$ cat src/rtl/imem_loader_pkg.sv
// imem_loader shared types: FSM state encoding and byte-lane helper.
// Optional build feature: IMEM_LOADER_CSUM_EN (trailing checksum byte).
package imem_loader_pkg;

  localparam int BYTES_PER_WORD = 4;
  localparam int LANE_W         = 2;

  typedef enum logic [1:0] {
    S_IDLE  = 2'd0,
    S_LOAD  = 2'd1,
    S_WRITE = 2'd2,
    S_DONE  = 2'd3
  } state_t;

  function automatic logic [31:0] lane_merge(
    input logic [31:0]       w,
    input logic [LANE_W-1:0] k,
    input logic [7:0]        b
  );
    logic [31:0] r;
    r = w;
    r[8*k +: 8] = b;
    return r;
  endfunction

endpackage

$ cat src/rtl/imem_loader_byte_packer.sv
// byte_packer: little-endian 4x8 lane register for imem_loader.
// word_o includes the byte being pushed this cycle; unfilled lanes read zero.
module byte_packer
  import imem_loader_pkg::*;
(
  input  logic        clk,
  input  logic        rst,
  input  logic        clear_i,
  input  logic        push_i,
  input  logic        flush_i,
  input  logic [7:0]  data_i,
  output logic [31:0] word_o,
  output logic        pending_o,
  output logic        emit_o
);

  logic [LANE_W-1:0] lane_q;
  logic [31:0]       lanes_q;
  logic              full;

  assign full      = push_i && (lane_q == 2'd3);
  assign emit_o    = full || flush_i;
  assign pending_o = (lane_q != 2'd0);
  assign word_o    = push_i ? lane_merge(lanes_q, lane_q, data_i)
                            : lanes_q;

  always_ff @(posedge clk or negedge rst) begin
    if (!rst) begin
      lane_q  <= '0;
      lanes_q <= '0;
    end else if (clear_i || emit_o) begin
      lane_q  <= '0;
      lanes_q <= '0;
    end else if (push_i) begin
      lane_q  <= lane_q + 2'd1;
      lanes_q <= word_o;
    end
  end

endmodule

$ cat src/rtl/imem_loader.sv
// imem_loader: packs a byte stream into words, writes imem from word 0.
// Optional build feature: IMEM_LOADER_CSUM_EN (trailing checksum byte).
module imem_loader
  import imem_loader_pkg::*;
#(
  parameter int D_WIDTH     = 32,
  parameter int A_WIDTH     = 32,
  parameter int MEM_A_WIDTH = 8
) (
  input  logic                 clk,
  input  logic                 rst,
  input  logic                 start,
  input  logic                 s_valid,
  output logic                 s_ready,
  input  logic [7:0]           s_data,
  input  logic                 s_last,
  output logic                 mem_we,
  output logic [A_WIDTH-1:0]   mem_addr,
  output logic [D_WIDTH-1:0]   mem_wdata,
  output logic                 busy,
  output logic                 done,
  output logic                 err,
  output logic [MEM_A_WIDTH:0] word_count,
  output logic                 cpu_hold
);

  localparam logic [MEM_A_WIDTH:0] CAP =
    {1'b1, {MEM_A_WIDTH{1'b0}}};

  state_t               state_q;
  logic [MEM_A_WIDTH:0] idx_q;
  logic [MEM_A_WIDTH:0] cnt_q;
  logic [7:0]           sum_q;
  logic [7:0]           sum_nxt;
  logic                 last_q;
  logic                 ready_q;
  logic                 we_q;
  logic                 busy_q;
  logic                 done_q;
  logic                 err_q;
  logic                 hold_q;
  logic [A_WIDTH-1:0]   addr_q;
  logic [D_WIDTH-1:0]   wdata_q;

  logic        take;
  logic        at_cap;
  logic        ovf;
  logic        is_data;
  logic        csum_bad;
  logic        push;
  logic        flush;
  logic        emit;
  logic        pending;
  logic        err_set;
  logic        restart;
  logic [31:0] word;

  assign take    = (state_q == S_LOAD) && s_valid && ready_q;
  assign at_cap  = (idx_q == CAP);
  assign ovf     = take && at_cap;
  assign sum_nxt = sum_q + s_data;

`ifdef IMEM_LOADER_CSUM_EN
  assign is_data  = !s_last;
  assign csum_bad = take && s_last && (sum_nxt != 8'd0);
`else
  assign is_data  = 1'b1;
  assign csum_bad = 1'b0;
`endif

  assign push    = take && !at_cap && is_data;
  // a lone checksum byte with no data lanes pending produces no write
  assign flush   = take && s_last && !at_cap && (push || pending);
  assign err_set = ovf || csum_bad;
  assign restart = start &&
                   (state_q == S_IDLE || state_q == S_DONE);

  byte_packer u_packer (
    .clk       (clk),
    .rst       (rst),
    .clear_i   (restart),
    .push_i    (push),
    .flush_i   (flush),
    .data_i    (s_data),
    .word_o    (word),
    .pending_o (pending),
    .emit_o    (emit)
  );

  always_ff @(posedge clk or negedge rst) begin
    if (!rst) begin
      state_q <= S_IDLE;
      idx_q   <= '0;
      cnt_q   <= '0;
      sum_q   <= '0;
      last_q  <= 1'b0;
      ready_q <= 1'b0;
      we_q    <= 1'b0;
      busy_q  <= 1'b0;
      done_q  <= 1'b0;
      err_q   <= 1'b0;
      hold_q  <= 1'b1;
      addr_q  <= '0;
      wdata_q <= '0;
    end else begin
      we_q <= 1'b0;
      unique case (state_q)
        S_IDLE, S_DONE: begin
          if (start) begin
            state_q <= S_LOAD;
            ready_q <= 1'b1;
            busy_q  <= 1'b1;
            done_q  <= 1'b0;
            err_q   <= 1'b0;
            hold_q  <= 1'b1;
            idx_q   <= '0;
            cnt_q   <= '0;
            sum_q   <= '0;
            last_q  <= 1'b0;
          end
        end
        S_LOAD: begin
          if (take) begin
            sum_q <= sum_nxt;
            if (err_set) err_q <= 1'b1;
            if (emit) begin
              state_q <= S_WRITE;
              ready_q <= 1'b0;
              we_q    <= 1'b1;
              addr_q  <= A_WIDTH'({idx_q, 2'b00});
              wdata_q <= D_WIDTH'(word);
              last_q  <= s_last;
            end else if (s_last) begin
              state_q <= S_DONE;
              ready_q <= 1'b0;
              busy_q  <= 1'b0;
              done_q  <= 1'b1;
              hold_q  <= err_q || err_set;
            end
          end
        end
        S_WRITE: begin
          idx_q <= idx_q + 1'b1;
          cnt_q <= cnt_q + 1'b1;
          if (last_q) begin
            state_q <= S_DONE;
            busy_q  <= 1'b0;
            done_q  <= 1'b1;
            hold_q  <= err_q;
          end else begin
            state_q <= S_LOAD;
            ready_q <= 1'b1;
          end
        end
        default: state_q <= S_IDLE;
      endcase
    end
  end

  assign s_ready    = ready_q;
  assign mem_we     = we_q;
  assign mem_addr   = addr_q;
  assign mem_wdata  = wdata_q;
  assign busy       = busy_q;
  assign done       = done_q;
  assign err        = err_q;
  assign word_count = cnt_q;
  assign cpu_hold   = hold_q;

endmodule

$ cat config.mk
export PLATFORM = sky130hd
export DESIGN_NAME = imem_loader
export DESIGN_NICKNAME = d
export VERILOG_FILES = /design/src/rtl/imem_loader_pkg.sv /design/src/rtl/imem_loader_byte_packer.sv /design/src/rtl/imem_loader.sv
export SDC_FILE = /design/constraint.sdc
export NUM_CORES = 1
export LEC_CHECK = 0
export ABC_AREA = 1
export CORE_MARGIN = 2
export CORE_UTILIZATION = 53
export DETAILED_ROUTE_END_ITERATION = 16
export PLACE_DENSITY = 0.91
export SLEW_MARGIN = 10
export SYNTH_ARGS = -nofsm -noshare
export SYNTH_HDL_FRONTEND = slang
export SYNTH_HIERARCHICAL = 1
export SYNTH_SLANG_ARGS = --single-unit
$ cat constraint.sdc
create_clock -name clk -period 2.64 [get_ports clk]
set_clock_uncertainty 0.05 [all_clocks]
set_input_delay 0.528 -clock clk [delete_from_list [all_inputs] [get_ports clk]]
set_output_delay 0.528 -clock clk [all_outputs]
set_load 0.005 [all_outputs]
### Word level (Yosys, flattened, before mapping)

Cells that the tools add are included.

* reduce and logical (&&, ||, !) cells: 28
* add/subtract/negate cells: 4
* equality and inequality tests: 14
* multiplexer cells: 45
* shifts and indexed selects: 2

Operator list (number)
* $mux W32: 3
* $pmux W9 S2: 2
* $neg A5 Y34: 1
* $shift A8 B34 Y32 const A: 1
* $shiftx A8 B34 Y32: 1
* $bwmux W32: 1
* $mux W1: 24
* $add A9 B1 Y9 const B: 2
* $mux W2: 7
* $ne A2 B2 Y1 const B: 7
* $pmux W1 S3: 4
* $reduce_and A4 Y1: 3
* $eq A9 B9 Y1 const B: 1
* $logic_and A1 B1 Y1: 9
* $mux W9: 1
* $reduce_bool A2 Y1: 4
* $eq A2 B2 Y1 const B: 3
* $pmux W2 S3: 1
* $reduce_and A3 Y1: 2
* $logic_or A1 B1 Y1: 5
* $reduce_and A5 Y1: 1
* $pmux W1 S2: 2
* $ne A3 B2 Y1 const B: 1
* $add A2 B1 Y2 const B: 1
* 6 further kinds: 6

* bits of input ports: 13
* flip-flop bits (word level): 102

### Logic depth before layout (Yosys ltp)

* depth in word-level cells: 10
* gate-level depth with buffers: 14

### Hierarchy

The synthesis kept the hierarchy.

By module, submodules not included
* imem_loader: cells each 400, area an instance 3215.6 um2, sequential area each 1702.9 um2, instances 1
* byte_packer: cells each 251, area an instance 1904.3 um2, sequential area each 850.8 um2, instances 1

### Least setup slack after synthesis

Ideal clock, no wire load.

* path type: register -> register
* start point: register idx_q[0]
* end point: register u_packer.lanes_q[16]
* data required time: 2517 ps
* library setup time: 73 ps
* setup slack: 592 ps
* clock period less this slack: 2048 ps
* arrival time: 1925 ps
* stages on the path, launching flop included: 13
* cells stage by stage: dfrtp_1 inv_1 ha_1 nand2_1 nor4_1 nor2_1 buf_6 nand2_8 nand2_2 or2_1 buf_6 buf_6 a21oi_2

* word-level cells in the longest chain between the ends: 8

RTL lines
* from (decl): line imem_loader.sv:31 `logic [MEM_A_WIDTH:0] idx_q;`
* from (signal assigned): line imem_loader.sv:143 `idx_q <= idx_q + 1'b1;`
* $eq A9 B9 Y1 (*): line imem_loader.sv:59 `assign at_cap = (idx_q == CAP);`
* $logic_not A1 Y1 (*): line imem_loader.sv:71 `assign push = take && !at_cap && is_data;`
* $logic_and A1 B1 Y1 (*): line imem_loader.sv:71
* via push: line imem_loader.sv:50 `logic push;`
* $logic_or A1 B1 Y1: line imem_loader.sv:73 `assign flush = take && s_last && !at_cap && (push || pending);`
* $logic_and A1 B1 Y1: line imem_loader.sv:73
* $logic_or A1 B1 Y1 (*): line imem_loader_byte_packer.sv:22 `assign emit_o = full || flush_i;`
* via emit: line imem_loader.sv:52 `logic emit;`
* $logic_or A1 B1 Y1 (*): line imem_loader_byte_packer.sv:31 `end else if (clear_i || emit_o) begin`
* $mux W32 / $reduce_bool A2 Y1 (equally long branches)
* to (signal assigned): line imem_loader_byte_packer.sv:36 `lanes_q <= word_o;`
* to (decl): line imem_loader_byte_packer.sv:18 `logic [31:0] lanes_q;`

Mark *: on every way through the listed nets, which the timed path passes. The rest lies on a longest branch. The select of a mux whose other input is x is not followed.
A chain may end at the register's enable or synchronous reset.

### Worst setup path after layout

* start point: register idx_q[1]
* end point: register wdata_q[7] (netlist: mem_wdata[7])

RTL lines
* $eq A9 B9 Y1: line imem_loader.sv:59
* $logic_not A1 Y1: line imem_loader.sv:71
* $logic_and A1 B1 Y1: line imem_loader.sv:71
* via push: line imem_loader.sv:50
* $mux W32: line imem_loader_byte_packer.sv:24 `assign word_o = push_i ? lane_merge(lanes_q, lane_q, data_i)`
* via word[7]: line imem_loader.sv:56 `logic [31:0] word;`
* to (signal assigned): line imem_loader.sv:131 `wdata_q <= D_WIDTH'(word);`
* to (decl): line imem_loader.sv:43 `logic [D_WIDTH-1:0] wdata_q;`

The timed path passes the listed nets, and every way through them passes these cells.

==> impl_metrics.toml <==
[run_status]
status = "completed"

[worst_setup_path]
path_class = "flip-flop to flip-flop"
cp-start-kind = "flip-flop"
max_stage_delay_ps = 410
timing.rr.start = "idx_q[1]"
slowest_stage = "dfrtp_1"
rrSetupSlack_ps = 280
cp_cell_sequence = "inv_1, ha_1, nand2_1, nor4_1, nor2_1, buf_4, buf_4, nand3_1, nor2_1, nor2_1, inv_1, nand2_1, nand2_1"
critPathBufInv = 4
worstSetupEndpointType = "flip-flop"
critPathMaxFanout = 8
crit_start = "idx_q[1]"
crit_family = "simple AND/OR/NAND/NOR gates"
worstPathRequired_ps = 2860
arrival_ps = 2580

[yosys]
synth_area_leaders = "dfrtp_1 (49%), nand2_1 (18%), nor2_1 (5.6%)"
syn_avg_cell_area_um2 = 7.86
yosys-top-cells-count = "nand2_1 (250), dfrtp_1 (101), nor2_1 (77), inv_1 (55), buf_4 (25)"
ys_warn_count = 6
ys_types = 31
synth-edff-count = 0
ys.flop_type = "dfrtp_1"
synth-seq-cells = 102
syn_inst = 651
yosysTopAreaCellShare_pct = 49.4
synth_top_area_cell = "dfrtp_1"
synthArstFlopShare_pct = 100
yosysMostFrequentCell = "nand2_1"
syn_area_um2 = 5120
synth-seq-area-share_pct = 49.9

[finish]
antenna_cells = 0
final_core_util_pct = 65.2
layout-drive-gt1-share_pct = 8.68
nNetsFinal = 745
syn2layout_area_growth_pct = 18.8
filler_cell_count = 753

[die]
io_pins = 92
design.die.area_um2 = 10500
initial_core_util_pct = 54.9
core.rowCount = 35
die_height_um = 102
core_um2 = 9330
die_w_um = 102

[clock_network]
clock_sinks = 102
htreeDepth = 3
cts-resized-gates = 1
ctsHoldBuffers = 0
cts_buffers = 9
root_buffer = "clkbuf_8"
clock_path_buffers = 2
clkLatencyLatePin_ps = 370
cts_setup_buffers = 0
path_clk_slew_ps = 90
tritoncts = "built"

[pwr]
power_density_nw_per_um2 = 709
p_comb_share_pct = 32.2
switchingPower_uw = 1510
leakage_uw = 0.00313
ir_worst_vdd_mv = 0.457
internal_power_uw = 2800
p_clk_share_pct = 25.6
pwr-share-seq_pct = 42.2
p_sw_share_pct = 35.0

[global_route]
grt_pass1_wl_um = 19000
grt_antenna_before_repair = 0
grt_pass1_vias = 4285
grt_usage_pct = 23.2
grt_max_degree = 71
overflow = 0

[job]
max_cap_viol_count = 0

[place]
detailed_place_hpwl_um = 7970
numPortBuffers = 68
finalWeightedCongestion = 0.840
pre_cts_ws_ps = 24.7

[timing]
min_period_ps = 2360
hold_violations = 0
fin_ws_ps = 279
fmax_mhz = 424
rsz0062_at_grt = "no"
finalCritPeriodShare_pct = 89.4
setup_viol = 0
fin_tns_setup_ps = 0
slew_violations = 0

[worst_hold_path]
hp-class = "input port to async pin"

[detailed_routing]
vias = 4324
drc = 0
firstDrtPassIters = 5
wl_um = 11300
avgViaCountPerCell = 5.06
wl_per_cell_um = 13.2
drtAntennaViolNets = 0
drt_iter0_drc = 226
power by group through the flow:
stage	clock network, uW	registers [uW]	logic, uW
after floorplan	0	1840	993
after global placement	0	1840	1310
after detailed placement	0	1850	1360
after CTS	1120	1820	1380
after global routing	1170	1840	1560
final	1100	1820	1390
final timing paths:
path                                        endpoint  cells past startpoint
worst max-delay path                    mem_wdata[7]                     13
worst min-delay path                            busy                      1
worst min register to register         mem_wdata[15]                      2
max in group asynchronous       u_packer/lanes_q[25]                      2
min in group clk                       mem_wdata[15]                      2
worst max register to register          mem_wdata[7]                     13
state kept, by name (all words and copies together) (netlist names), 2 cells and up:
name / cells
idx_q: 9
mem_addr: 9
mem_wdata: 32
state_q: 2
u_packer/lane_q: 2
u_packer/lanes_q: 32
word_count: 9
worst reg2reg max path, stage by stage (launching register included):
cell,delay (ps)
dfrtp_1,410
inv_1,110
ha_1,160
nand2_1,70
nor4_1,370
nor2_1,80
buf_4,160
buf_4,160
nand3_1,250
nor2_1,110
nor2_1,150
inv_1,60
nand2_1,60
nand2_1,50
cell type report:
type | count | area (um2) | area share [%]
flip-flops and latches | 102 | 2550 | 42.0
multi-input cells | 470 | 2130 | 34.9
repair buffers | 80 | 793 | 13.0
inverters | 59 | 226 | 3.72
well taps | 129 | 161 | 2.65
clock buffers | 12 | 155 | 2.55
clock inverters | 3 | 67.6 | 1.11
per-stage QoR:
step | std cells | total power, uW | instance area [um2] | hold slack (ps)
2_1_floorplan | 673 | 2830 | 5200 | 182
3_3_place_gp | 840 | 3150 | 5850 | 409
3_5_place_dp | 840 | 3210 | 5850 | 407
4_1_cts | 855 | 4310 | 6080 | 58.2
5_1_grt | 855 | 4580 | 6080 | 75.4
6_report | 855 | 4310 | 6080 | 50.6
logic make-up (layout without fill, tap and decap cells):
kind of cell             after synthesis  after routing  synth area share [%]
flip-flops                           102            102                  49.9
other                                  1             23                0.0732
buffers and inverters                101            154                  10.3
AND/OR/NAND/NOR                      375            375                  29.6
adder cells (fa/ha/maj)               10             10                  2.44
AO/OA/AOI/OAI                         62             62                  7.72
placed cells by master (no fill, tap or decap):
cell type	instances
nand3_2	1
clkdlybuf4s50_1	67
a21oi_1	20
inv_1	55
nand4_1	5
clkinv_1	1
nand3_1	21
conb_1	23
o21ai_2	1
nor4_1	1
inv_2	2
clkinvlp_4	1
nand2_2	3
nor3_1	10
nor2_4	1
clkbuf_8	11
or2_1	1
inv_6	1
a21oi_2	21
bufinv_16	2
or2_2	1
nor2_2	2
o21ai_0	8
nand2_1	249
nand2_8	1
o21ai_1	11
clkbuf_1	1
dfrtp_1	101
dfstp_2	1
nor2_1	77
nand2_4	1
o21a_1	1
buf_4	11
and2_1	1
ha_1	10
buf_12	2
layer usage:
layer / track usage [%] / vias up / wire [um]
met5: 0 / - / 0
met4: 8.10 / 0 / 193
met3: 5.27 / 17 / 588
met2: 38.1 / 134 / 5400
met1: 30.4 / 2072 / 5120
li1: - / 2101 / -
(Power assumes the default switching activity.)
